**config.mk**
```make
export PLATFORM = sky130hd
export DESIGN_NAME = hilo_mult_unit
export DESIGN_NICKNAME = d
export VERILOG_FILES = /design/src/rtl/hilo_mult_unit.sv
export SDC_FILE = /design/constraint.sdc
export NUM_CORES = 1
export LEC_CHECK = 0
export CORE_MARGIN = 5
export CORE_UTILIZATION = 30
export DETAILED_ROUTE_END_ITERATION = 10
export SLEW_MARGIN = 20
export SYNTH_ARGS = -nofsm -noshare
export SYNTH_HDL_FRONTEND = slang
export SYNTH_SLANG_ARGS = --single-unit
```
**constraint.sdc**
```tcl
create_clock -name Clk -period 4.34 [get_ports Clk]
set_input_delay 0.868 -clock Clk [delete_from_list [all_inputs] [get_ports Clk]]
set_output_delay 0.868 -clock Clk [all_outputs]
set_load 0.02 [all_outputs]
```
**src/rtl/hilo_mult_unit.sv**
```systemverilog
// -----------------------------------------------------------------------------
// hilo_mult_unit
//
// Iterative MIPS-style multiply unit owning the architectural HI/LO pair.
// Multicycle ops (mult, multu, mul, and optionally madd/msub) run a radix
// 2^BITS_PER_CYCLE shift-add over operand magnitudes for N = 32/BITS_PER_CYCLE
// cycles, then fix the sign and write back in a single FIN cycle. mthi/mtlo
// write HI/LO directly in one cycle; mfhi/mflo are pure combinational reads
// on Result.
//
// Optional feature: define MADD_MSUB_EN to enable madd (16) / msub (17).
// When undefined those codes are ignored and the accumulate adders are absent.
//
// Parameters:
//   BITS_PER_CYCLE  product bits retired per BUSY cycle (1, 2 or 4)
//
// Ports:
//   Clk      in   1   rising-edge clock
//   Rst      in   1   synchronous active-high reset
//   Start    in   1   op valid from EX stage this cycle
//   ALUCtrl  in   6   op code (4 mult, 24 multu, 16 madd, 17 msub, 8 mul,
//                     30 mthi, 29 mtlo, 31 mfhi, 23 mflo)
//   A, B     in   32  operands (rs, rt)
//   Stall    out  1   pipeline hold request
//   Done     out  1   one-cycle completion pulse (FIN cycle)
//   Result   out  32  write-back value for mfhi / mflo / mul
//   HI, LO   out  32  architectural HI/LO registers
// -----------------------------------------------------------------------------
module hilo_mult_unit #(
  parameter int BITS_PER_CYCLE = 1
) (
  input  logic        Clk,
  input  logic        Rst,
  input  logic        Start,
  input  logic [5:0]  ALUCtrl,
  input  logic [31:0] A,
  input  logic [31:0] B,
  output logic        Stall,
  output logic        Done,
  output logic [31:0] Result,
  output logic [31:0] HI,
  output logic [31:0] LO
);

  localparam int N = 32 / BITS_PER_CYCLE;

  localparam logic [5:0] CODE_MULT  = 6'd4;
  localparam logic [5:0] CODE_MULTU = 6'd24;
  localparam logic [5:0] CODE_MADD  = 6'd16;
  localparam logic [5:0] CODE_MSUB  = 6'd17;
  localparam logic [5:0] CODE_MUL   = 6'd8;
  localparam logic [5:0] CODE_MTHI  = 6'd30;
  localparam logic [5:0] CODE_MTLO  = 6'd29;
  localparam logic [5:0] CODE_MFHI  = 6'd31;
  localparam logic [5:0] CODE_MFLO  = 6'd23;

  typedef enum logic [1:0] {IDLE, BUSY, FIN} state_t;
  typedef enum logic [1:0] {OP_MULT, OP_MADD, OP_MSUB, OP_MUL} op_t;

  state_t      state;
  op_t         op;
  logic        neg;
  logic [5:0]  cnt;
  logic [63:0] acc;
  logic [63:0] mcand;
  logic [31:0] mplier;
  logic [31:0] mul_res;

  // ---------------------------------------------------------------------------
  // Op decode: which codes start a multicycle op, and how.
  // ---------------------------------------------------------------------------
  logic is_multi;
  logic is_signed;
  op_t  op_dec;

  always_comb begin
    // NOTE: every combinational output gets a default first so no path
    // leaves it unassigned and a latch is never inferred.
    is_multi  = 1'b0;
    is_signed = 1'b1;
    op_dec    = OP_MULT;
    case (ALUCtrl)
      CODE_MULT:  is_multi = 1'b1;
      CODE_MULTU: begin
        is_multi  = 1'b1;
        is_signed = 1'b0;
      end
`ifdef MADD_MSUB_EN
      CODE_MADD: begin
        is_multi = 1'b1;
        op_dec   = OP_MADD;
      end
      CODE_MSUB: begin
        is_multi = 1'b1;
        op_dec   = OP_MSUB;
      end
`endif
      CODE_MUL: begin
        is_multi = 1'b1;
        op_dec   = OP_MUL;
      end
      default: ;
    endcase
  end

  // Two's-complement magnitude; 0x80000000 maps to itself, which is the
  // correct unsigned magnitude 2^31 once zero-extended into the 64-bit path.
  logic [31:0] a_mag, b_mag;
  assign a_mag = (is_signed && A[31]) ? (~A + 32'd1) : A;
  assign b_mag = (is_signed && B[31]) ? (~B + 32'd1) : B;

  // Stall covers the whole op, including the issue cycle before the FSM moves.
  assign Stall = (state != IDLE) || (Start && is_multi);

  // ---------------------------------------------------------------------------
  // Partial product for one iteration: multiplicand times the low
  // BITS_PER_CYCLE multiplier bits, built from shifted adds.
  // ---------------------------------------------------------------------------
  logic [63:0] pp;

  always_comb begin
    pp = '0;
    for (int i = 0; i < BITS_PER_CYCLE; i++) begin
      if (mplier[i]) pp = pp + (mcand << i);
    end
  end

  // Sign fix-up applied in FIN once the magnitude product is complete.
  logic [63:0] final_prod;
  assign final_prod = neg ? (~acc + 64'd1) : acc;

`ifdef MADD_MSUB_EN
  logic [63:0] hilo_sum;
  logic [63:0] hilo_diff;
  assign hilo_sum  = {HI, LO} + final_prod;
  assign hilo_diff = {HI, LO} - final_prod;
`endif

  // ---------------------------------------------------------------------------
  // FSM and datapath registers. Done is registered: set on the BUSY->FIN
  // edge so it is high for exactly the FIN cycle.
  // ---------------------------------------------------------------------------
  always_ff @(posedge Clk) begin
    // NOTE: sequential state uses non-blocking assignments so every register
    // samples pre-edge values regardless of statement order.
    if (Rst) begin
      state   <= IDLE;
      op      <= OP_MULT;
      neg     <= 1'b0;
      cnt     <= '0;
      acc     <= '0;
      mcand   <= '0;
      mplier  <= '0;
      mul_res <= '0;
      HI      <= '0;
      LO      <= '0;
      Done    <= 1'b0;
    end else begin
      Done <= 1'b0;
      case (state)
        IDLE: begin
          if (Start) begin
            if (is_multi) begin
              acc    <= '0;
              mcand  <= {32'd0, a_mag};
              mplier <= b_mag;
              neg    <= is_signed && (A[31] ^ B[31]);
              op     <= op_dec;
              cnt    <= 6'(N - 1);
              state  <= BUSY;
            end else if (ALUCtrl == CODE_MTHI) begin
              HI <= A;
            end else if (ALUCtrl == CODE_MTLO) begin
              LO <= A;
            end
          end
        end

        BUSY: begin
          acc    <= acc + pp;
          mcand  <= mcand << BITS_PER_CYCLE;
          mplier <= mplier >> BITS_PER_CYCLE;
          if (cnt == 6'd0) begin
            state <= FIN;
            Done  <= 1'b1;
          end else begin
            cnt <= cnt - 6'd1;
          end
        end

        FIN: begin
          case (op)
            OP_MUL: mul_res <= final_prod[31:0];
`ifdef MADD_MSUB_EN
            OP_MADD: {HI, LO} <= hilo_sum;
            OP_MSUB: {HI, LO} <= hilo_diff;
`endif
            default: {HI, LO} <= final_prod;
          endcase
          state <= IDLE;
        end

        default: state <= IDLE;
      endcase
    end
  end

  // Read port: mfhi/mflo need no Start and see HI/LO as currently committed.
  always_comb begin
    Result = mul_res;
    if (ALUCtrl == CODE_MFHI)      Result = HI;
    else if (ALUCtrl == CODE_MFLO) Result = LO;
  end

endmodule

```
==> flow_summary_export.csv, run 1 <==
group,metric,value,unit
timing,clock_skew,0.0344,ns
timing,fin_ws,0.398,ns
pwr,p_sw,1.42,mW
routing,drtIter0Drc,1603,
status,run_status,"finished clean",
cts,clockBufferDepth,3,
timing,max_freq,254,MHz
synth,netlist_instances,2186,
pwr,power.density,279,nW/µm²
critical_path,worstPathArrival,4.38,ns
timing,slew_headroom,33.3,%
synth,synth-seq-cells,267,
global_routing,grt_start_max_net_pins,102,
placed_design,dpl.hpwl,45.4,mm
timing,max_slew.worst_pin.slew,0.998,ns
global_routing,grt_overflow,0,
timing,hold-worst-slack,0.474,ns
timing,finalCritPeriodShare,90.8,%
routing,drc,0,
synth,synth_edf_count,0,
critical_path,critPathMaxFanout,62,
floorplanning,initial_utilization,30.3,%
cts,clkLatencyLatePin,0.56,ns
synth,ys_warn_count,0,
cts,postCtsSetupBuffers,0,
pwr,vdd_ir_drop_max,0.184,mV
synth,syn-cell-area,17100,µm²
critical_path,r2r_start,"mplier[0]$_SDFFE_PP0P_",
min_path,hp-start,"mul_res[0]$_SDFFE_PP0P_",
floorplanning,die_w,248,µm
layout,syn2layout_area_growth,20.9,%
layout,nNetsFinal,2420,
timing,layout_min_cycle_time,3.94,ns
pwr,combPwrFrac,7.2,%
placed_design,pre_cts_ws,0.289,ns
routing,wl_per_cell,19.9,µm
synth,yosys.cell_types.count,76,
cts,cts_tree,"done",
synth,ys.flop_type,"dfxtp_1",
cts,cts_made_buffers,35,
pwr,cellInternalPower,4.33,mW
timing,tns,0,ns
critical_path,required,4.77,ns
floorplanning,io_pins,171,
routing,via_per_inst,5.63,
global_routing,antenna_found_initial,1,
floorplanning,rows,87,
global_routing,grt_use_total,18.4,%
cts,ctsResizeCount,0,
routing,final_antenna_net_count,0,
placed_design,gp_congestion,0.903,
floorplanning,core_area,56400,µm²
floorplanning,die-area,61700,µm²
cts,clock-sinks,267,
flow_run,cap_violations,0,
layout,drive_gt1_share,5.35,%
synth,syn_avg_cell_area,7.81,µm²
cts,htreeDepth,2,
timing,setup_viol,0,
critical_path,critPathLaunchType,"flip-flop",
timing,drv_slew,0,
critical_path,path_class,"flip-flop to flip-flop",
cts,cts_hold_repair.buffers,0,
pwr,p_sw_share,24.7,%
pwr,leakage,7.82,nW
synth,synth_nets,2328,
pwr,clockPowerShare,49.7,%
synth,synth-async-reset-ratio,0,%
routing,vias,17200,
cts,clock-root-buffer,"clkbuf_16",
min_path,hold_class,"flip-flop to flip-flop",
pwr,p_total,5.75,mW
critical_path,startpoint,"mplier[0]$_SDFFE_PP0P_",
pwr,pwr-share-seq,43.1,%
global_routing,grt_pass1_wl,94.3,mm
floorplanning,chipHeight,248,µm
timing,rsz0062_at_grt,"no",
synth,ys_seq_area_share,31.3,%
global_routing,grt_pass1_vias,16600,
routing,first_pass_iters,11,
critical_path,crit_path_end_kind,"flip-flop",
routing,routed_wl,60.7,mm
timing,finalHoldViolCount,0,
placed_design,portBuffers,170,
cts,clk_pin_slew_worst_paths,0.06,ns
layout,num-fill-cells,5910,
cell usage after synthesis, types with 50 or more instances:
| library cell | number | area [µm²] |
|---|---|---|
| a211oi_1 | 50 | 375 |
| nand2_1 | 179 | 672 |
| a21oi_1 | 185 | 926 |
| ha_1 | 68 | 851 |
| nor2_1 | 294 | 1100 |
| xor2_1 | 103 | 902 |
| xnor2_1 | 68 | 596 |
| clkbuf_1 | 141 | 529 |
| dfxtp_1 | 267 | 5350 |
| and2_1 | 70 | 438 |
| o21ai_0 | 136 | 681 |
| a222oi_1 | 57 | 571 |
sequential cells by signal, summed over array words and instances, names as in the netlist:
name,count
HI,32
mul_res,32
neg,1
cnt,6
LO,32
state,2
op,1
Done,1
mplier,32
acc,64
mcand,64
per-stage QoR:
step | std cells | instance area [µm²] | utilization, %
2_1_floorplan | 2186 | 17100 | -
3_3_place_gp | 2997 | 19500 | 34.6
3_5_place_dp | 2997 | 19500 | 34.6
4_1_cts | 3056 | 20600 | 36.6
5_1_grt | 3057 | 20600 | 36.6
6_report | 3058 | 20600 | 36.6
area by class of cell:
class                           instances  area, µm²  area share (%)
Inverter                               42        158           0.764
Tap cell                              756        946            4.59
Clock inverter                          9       95.1           0.461
Clock buffer                           50       1020            4.96
Antenna cell                            2       5.00          0.0243
Timing Repair Buffer                  208       2030            9.86
Multi-Input combinational cell       1724      11000            53.4
Sequential cell                       267       5350            25.9
cells in the final DEF, fill, tap and decap left out, drive strengths merged, types with 16 or more instances in the layout:
cell	Yosys	layout
a211oi	50	50
a21o	38	38
a21oi	185	185
a222oi	57	57
a22o	42	42
a22oi	24	24
and2	71	71
buf	12	40
clkbuf	141	50
clkdlybuf4s50	0	168
dfxtp	267	267
ha	68	68
inv	42	43
mux2i	37	37
nand2	179	179
nand3	28	28
nand4	32	32
nor2	294	294
nor2b	16	16
nor3	38	38
o21ai	138	138
o31ai	33	33
o41ai	16	16
or3	17	17
xnor2	68	68
xor2	103	103
kinds of logic after synthesis:
kind of cell | share of synthesized area (%)
and+or+nand+nor | 21.0
DFF | 31.3
buffers and inverters | 4.36
xor gates and xnor gates | 8.78
adders and majority gates | 5.10
muxes | 2.17
AOI/OAI and AO/OA | 27.2
power by group through the flow:
stage | clock [mW] | sequential (mW) | combinational, mW
after floorplan | 0 | 2.53 | 0.208
after global placement | 0 | 2.53 | 0.404
after detailed placement | 0 | 2.53 | 0.407
after CTS | 2.92 | 2.48 | 0.410
after global routing | 3.02 | 2.48 | 0.439
final | 2.86 | 2.48 | 0.412
final timing paths:
| kind | slack (ns) | endpoint | depth (start not counted) |
|---|---|---|---|
| setup / recovery | 0.40 | acc[60]$_SDFFE_PP0P_ | 13 |
| hold / removal | 0.47 | mul_res[0]$_SDFFE_PP0P_ | 2 |
| setup reg to reg | 0.40 | acc[60]$_SDFFE_PP0P_ | 13 |
| hold reg to reg | 0.47 | mul_res[0]$_SDFFE_PP0P_ | 2 |
per-layer routing:
layer  wire length (µm)  GRT usage [%]  vias up
met4               1580           5.42        0
met5                  0              0        -
li1                   -              -     8171
met3               4110           3.65      103
met2              27500           29.7      588
met1              27500           25.1     8354
critical path, stage by stage, from the launching register on:
cell and delay [ns]:
dfxtp_1 0.43, buf_12 0.27, and2_1 0.17, ha_1 0.28, a21oi_1 0.22, nor2b_1 0.11, o311a_1 0.36, o21ai_0 0.52
a211oi_1 0.22, o21ai_0 0.33, a2111oi_0 0.18, buf_4 0.17, or3_1 0.33, a32o_1 0.24
(Power assumes the default switching activity.)
==> run 2, diff against run 1 <==
--- a/config.mk
+++ b/config.mk
@@ -5,9 +5,11 @@
 export SDC_FILE = /design/constraint.sdc
 export NUM_CORES = 1
 export LEC_CHECK = 0
+export ABC_AREA = 1
 export CORE_MARGIN = 5
-export CORE_UTILIZATION = 30
+export CORE_UTILIZATION = 60
 export DETAILED_ROUTE_END_ITERATION = 10
+export PLACE_DENSITY = 0.82
 export SLEW_MARGIN = 20
 export SYNTH_ARGS = -nofsm -noshare
 export SYNTH_HDL_FRONTEND = slang
==> run 2 against run 1 <==
The run now ends with DRC left; combinational power grew 13%; via count grew 47%; sequential share of layout area shrank 3.7 points; worst hold slack lost 0.0080 ns; wire length grew 37%; cell count grew 40%; clock skew shrank 0.0077 ns; total power shrank 2.4%; design area grew 17%; first-iteration DRC count grew 85%; global-route usage grew 22 points; largest cell class unchanged; largest power group unchanged; highest routed layer is now met5.
==> flow_summary_export.csv, run 2 <==
group,metric,value,unit
synth,synth-seq-cells,267,
floorplanning,chipHeight,198,µm
cts,ctsResizeCount,0,
timing,setup_viol,0,
min_path,hold_class,"flip-flop to flip-flop",
timing,max_freq,242,MHz
synth,syn-cell-area,21200,µm²
layout,reg_top3,"acc x64, mcand x64",
routing,via_per_inst,5.90,
layout,nNetsFinal,3948,
synth,synth.most_common_cell,"nand2_1",
synth,ys.flop_type,"dfxtp_1",
pwr,vdd_ir_drop_max,0.327,mV
timing,layout_min_cycle_time,4.13,ns
timing,drv_slew,0,
synth,synthSimpleGateAreaFrac,38.7,%
synth,yosys.cell_types.count,49,
synth,synth_xor_area_share,2.40,%
synth,synth-async-reset-ratio,0,%
critical_path,required,3.47,ns
synth,synthMuxAreaShare,0,%
critical_path,worstPathArrival,3.26,ns
floorplanning,rows,68,
critical_path,crit_path_end_kind,"output port",
critical_path,critPathMaxFanout,20,
cts,clockBufferDepth,3,
layout,antenna_cells,0,
placed_design,gp_congestion,1.08,
synth,synth_top_family_by_area,"simple AND/OR/NAND/NOR gates",
pwr,power.density,233,nW/µm²
global_routing,grt_overflow,0,
placed_design,portBuffers,170,
timing,max_slew.worst_pin.slew,1.17,ns
flow_run,cap_violations,0,
routing,final_antenna_net_count,0,
synth,netlist_instances,3717,
global_routing,antenna_found_initial,2,
global_routing,grt_use_total,40.2,%
floorplanning,io_pins,171,
layout,drive_gt1_share,3.50,%
floorplanning,die_w,198,µm
status,run_status,"finished with violations",
placed_design,dpl.hpwl,63.9,mm
cts,cts_tree,"done",
timing,tns,0,ns
global_routing,grt_pass1_vias,22800,
layout,layout_common_cells,"nand2_1 (1254), inv_1 (564), nor2_1 (366), a21oi_1 (269), dfxtp_1 (265)",
synth,ys_seq_area_share,25.2,%
timing,clock_skew,0.0267,ns
critical_path,path_buf_inv,5,
routing,first_pass_iters,9,
cts,cts_made_buffers,31,
routing,routed_wl,83.1,mm
timing,finalCritPeriodShare,95.1,%
cts,postCtsSetupBuffers,0,
floorplanning,core_area,34700,µm²
synth,synthAdderAreaFrac,4.11,%
pwr,pwr-share-seq,44.4,%
routing,vias,25300,
cts,htreeDepth,1,
floorplanning,initial_utilization,61.0,%
synth,synth_edf_count,0,
layout,syn2layout_area_growth,13.7,%
layout,num-fill-cells,3225,
synth,netlist_top_cells_count,"nand2_1 (1256), inv_1 (564), nor2_1 (368)",
status,violations,"DRC",
routing,drc,1,
layout,layout.cells.most_common,"nand2_1",
synth,synth_top_area_share,25.2,%
cts,clock-sinks,267,
pwr,p_sw_share,26.0,%
cts,clkLatencyLatePin,0.60,ns
cts,clock-root-buffer,"clkbuf_16",
global_routing,grt_pass1_wl,126,mm
timing,finalHoldViolCount,0,
timing,slew_headroom,21.8,%
cts,cts_hold_repair.buffers,0,
pwr,cellInternalPower,4.15,mW
pwr,clockPowerShare,47.2,%
synth,synth_nets,3859,
pwr,leakage,12.4,nW
synth,syn_avg_cell_area,5.70,µm²
pwr,p_sw,1.46,mW
pwr,combPwrFrac,8.3,%
critical_path,worst_path_max_delay_cell,"clkdlybuf4s50_1",
critical_path,cpPeakStageDelay,0.64,ns
routing,wl_per_cell,19.4,µm
routing,drtIter0Drc,2970,
floorplanning,die-area,39200,µm²
synth,synth-compound-area-share,16.5,%
critical_path,critPathLaunchType,"input pin",
global_routing,grt_start_max_net_pins,140,
critical_path,cp_top_family,"buffers and inverters",
synth,yosysTopAreaCell,"dfxtp_1",
critical_path,path_class,"input pin to output port",
cts,clk_pin_slew_worst_paths,0.05,ns
timing,rsz0062_at_grt,"no",
synth,ys_warn_count,0,
critical_path,crit_chain,"clkdlybuf4s50_1 > inv_1 > nand3_1 > nor2_1 > nand2_1 > inv_1 > buf_4 > nand2_1 > a31oi_1 > clkdlybuf4s50_1",
timing,hold-worst-slack,0.466,ns
synth,synth_area_leaders,"dfxtp_1 (25%), nand2_1 (22%), inv_1 (10%)",
run 2: changes by cell type after synthesis, sizes merged, moves of 42 or more:
cell / previous run / this run
nand2: 179 / 1260
inv: 42 / 576
nand3: 28 / 246
a21oi: 185 / 273
nor2: 294 / 376
and2: 71 / 5
clkbuf: 141 / 77
xor2: 103 / 45
a222oi: 57 / 0
xnor2: 68 / 13
a211oi: 50 / 1
buf: 12 / 59
a22o: 42 / 0
run 2: power by group through the flow:
stage / clock, mW / combinational (mW) / sequential (mW)
2_1_floorplan: 0 / 0.246 / 2.55
4_1_cts: 2.65 / 0.453 / 2.49
5_1_grt: 2.75 / 0.497 / 2.49
6_report: 2.65 / 0.467 / 2.50
3_5_place_dp: 0 / 0.449 / 2.55
3_3_place_gp: 0 / 0.441 / 2.55
run 2: layer usage:
layer  part of all wire [%]  vias to the layer above  track usage, %  wire length (µm)
li1                       -                    12000               -                 -
met1                     38                    11400            51.8             31800
met2                     43                     1551            63.5             36100
met3                     11                      355            8.30              9470
met4                    6.8                        4            21.6              5640
met5                  0.037                        -               0                31
run 2: cell families after synthesis:
group	Yosys count
simple gates	2006
buf+inv	714
compound gates	603
flops	267
fa+ha+maj	69
xor+xnor	58
run 2: cell type report:
| class | count | area (µm²) | share of cell area, % |
|---|---|---|---|
| Multi-Input combinational cell | 2736 | 13100 | 54.3 |
| Timing Repair Buffer | 192 | 1910 | 7.91 |
| Tap cell | 455 | 569 | 2.36 |
| Sequential cell | 267 | 5350 | 22.2 |
| Clock inverter | 8 | 77.6 | 0.322 |
| Clock buffer | 48 | 930 | 3.86 |
| Inverter | 578 | 2170 | 9.01 |
run 2: worst register-to-register path: stages (launching register included):
cell,delay (ns)
dfxtp_2,0.60
buf_4,0.46
nand2_1,0.10
inv_1,0.08
ha_1,0.31
a21oi_1,0.36
o21ai_0,0.30
nor2_1,0.17
nand2_1,0.05
a21oi_1,0.36
nand2_1,0.10
nand2_1,0.08
nand3_1,0.07
a21oi_1,0.14
run 2: path summary, 6_finish.rpt:
path | from | to | slack (ns) | cells after the start
max reg2reg | mplier[0]$_SDFFE_PP0P_ | acc[62]$_SDFFE_PP0P_ | 1.07 | 13
max | ALUCtrl[5] | Result[5] | 0.21 | 10
min reg2reg | mplier[1]$_SDFFE_PP0P_ | mplier[1]$_SDFFE_PP0P_ | 0.47 | 2
min | mplier[1]$_SDFFE_PP0P_ | mplier[1]$_SDFFE_PP0P_ | 0.47 | 2
run 2: metrics by stage:
stage	instances	cell area (µm²)	setup slack, ns	total power, mW	util [%]
4_1_cts	4284	24100	0.318	5.59	69.4
2_1_floorplan	3717	21200	1.39	2.79	-
3_5_place_dp	4228	23100	0.325	3.00	66.5
3_3_place_gp	4227	23100	0.471	2.99	66.4
5_1_grt	4284	24100	0.146	5.74	69.4
6_report	4284	24100	0.213	5.61	69.4
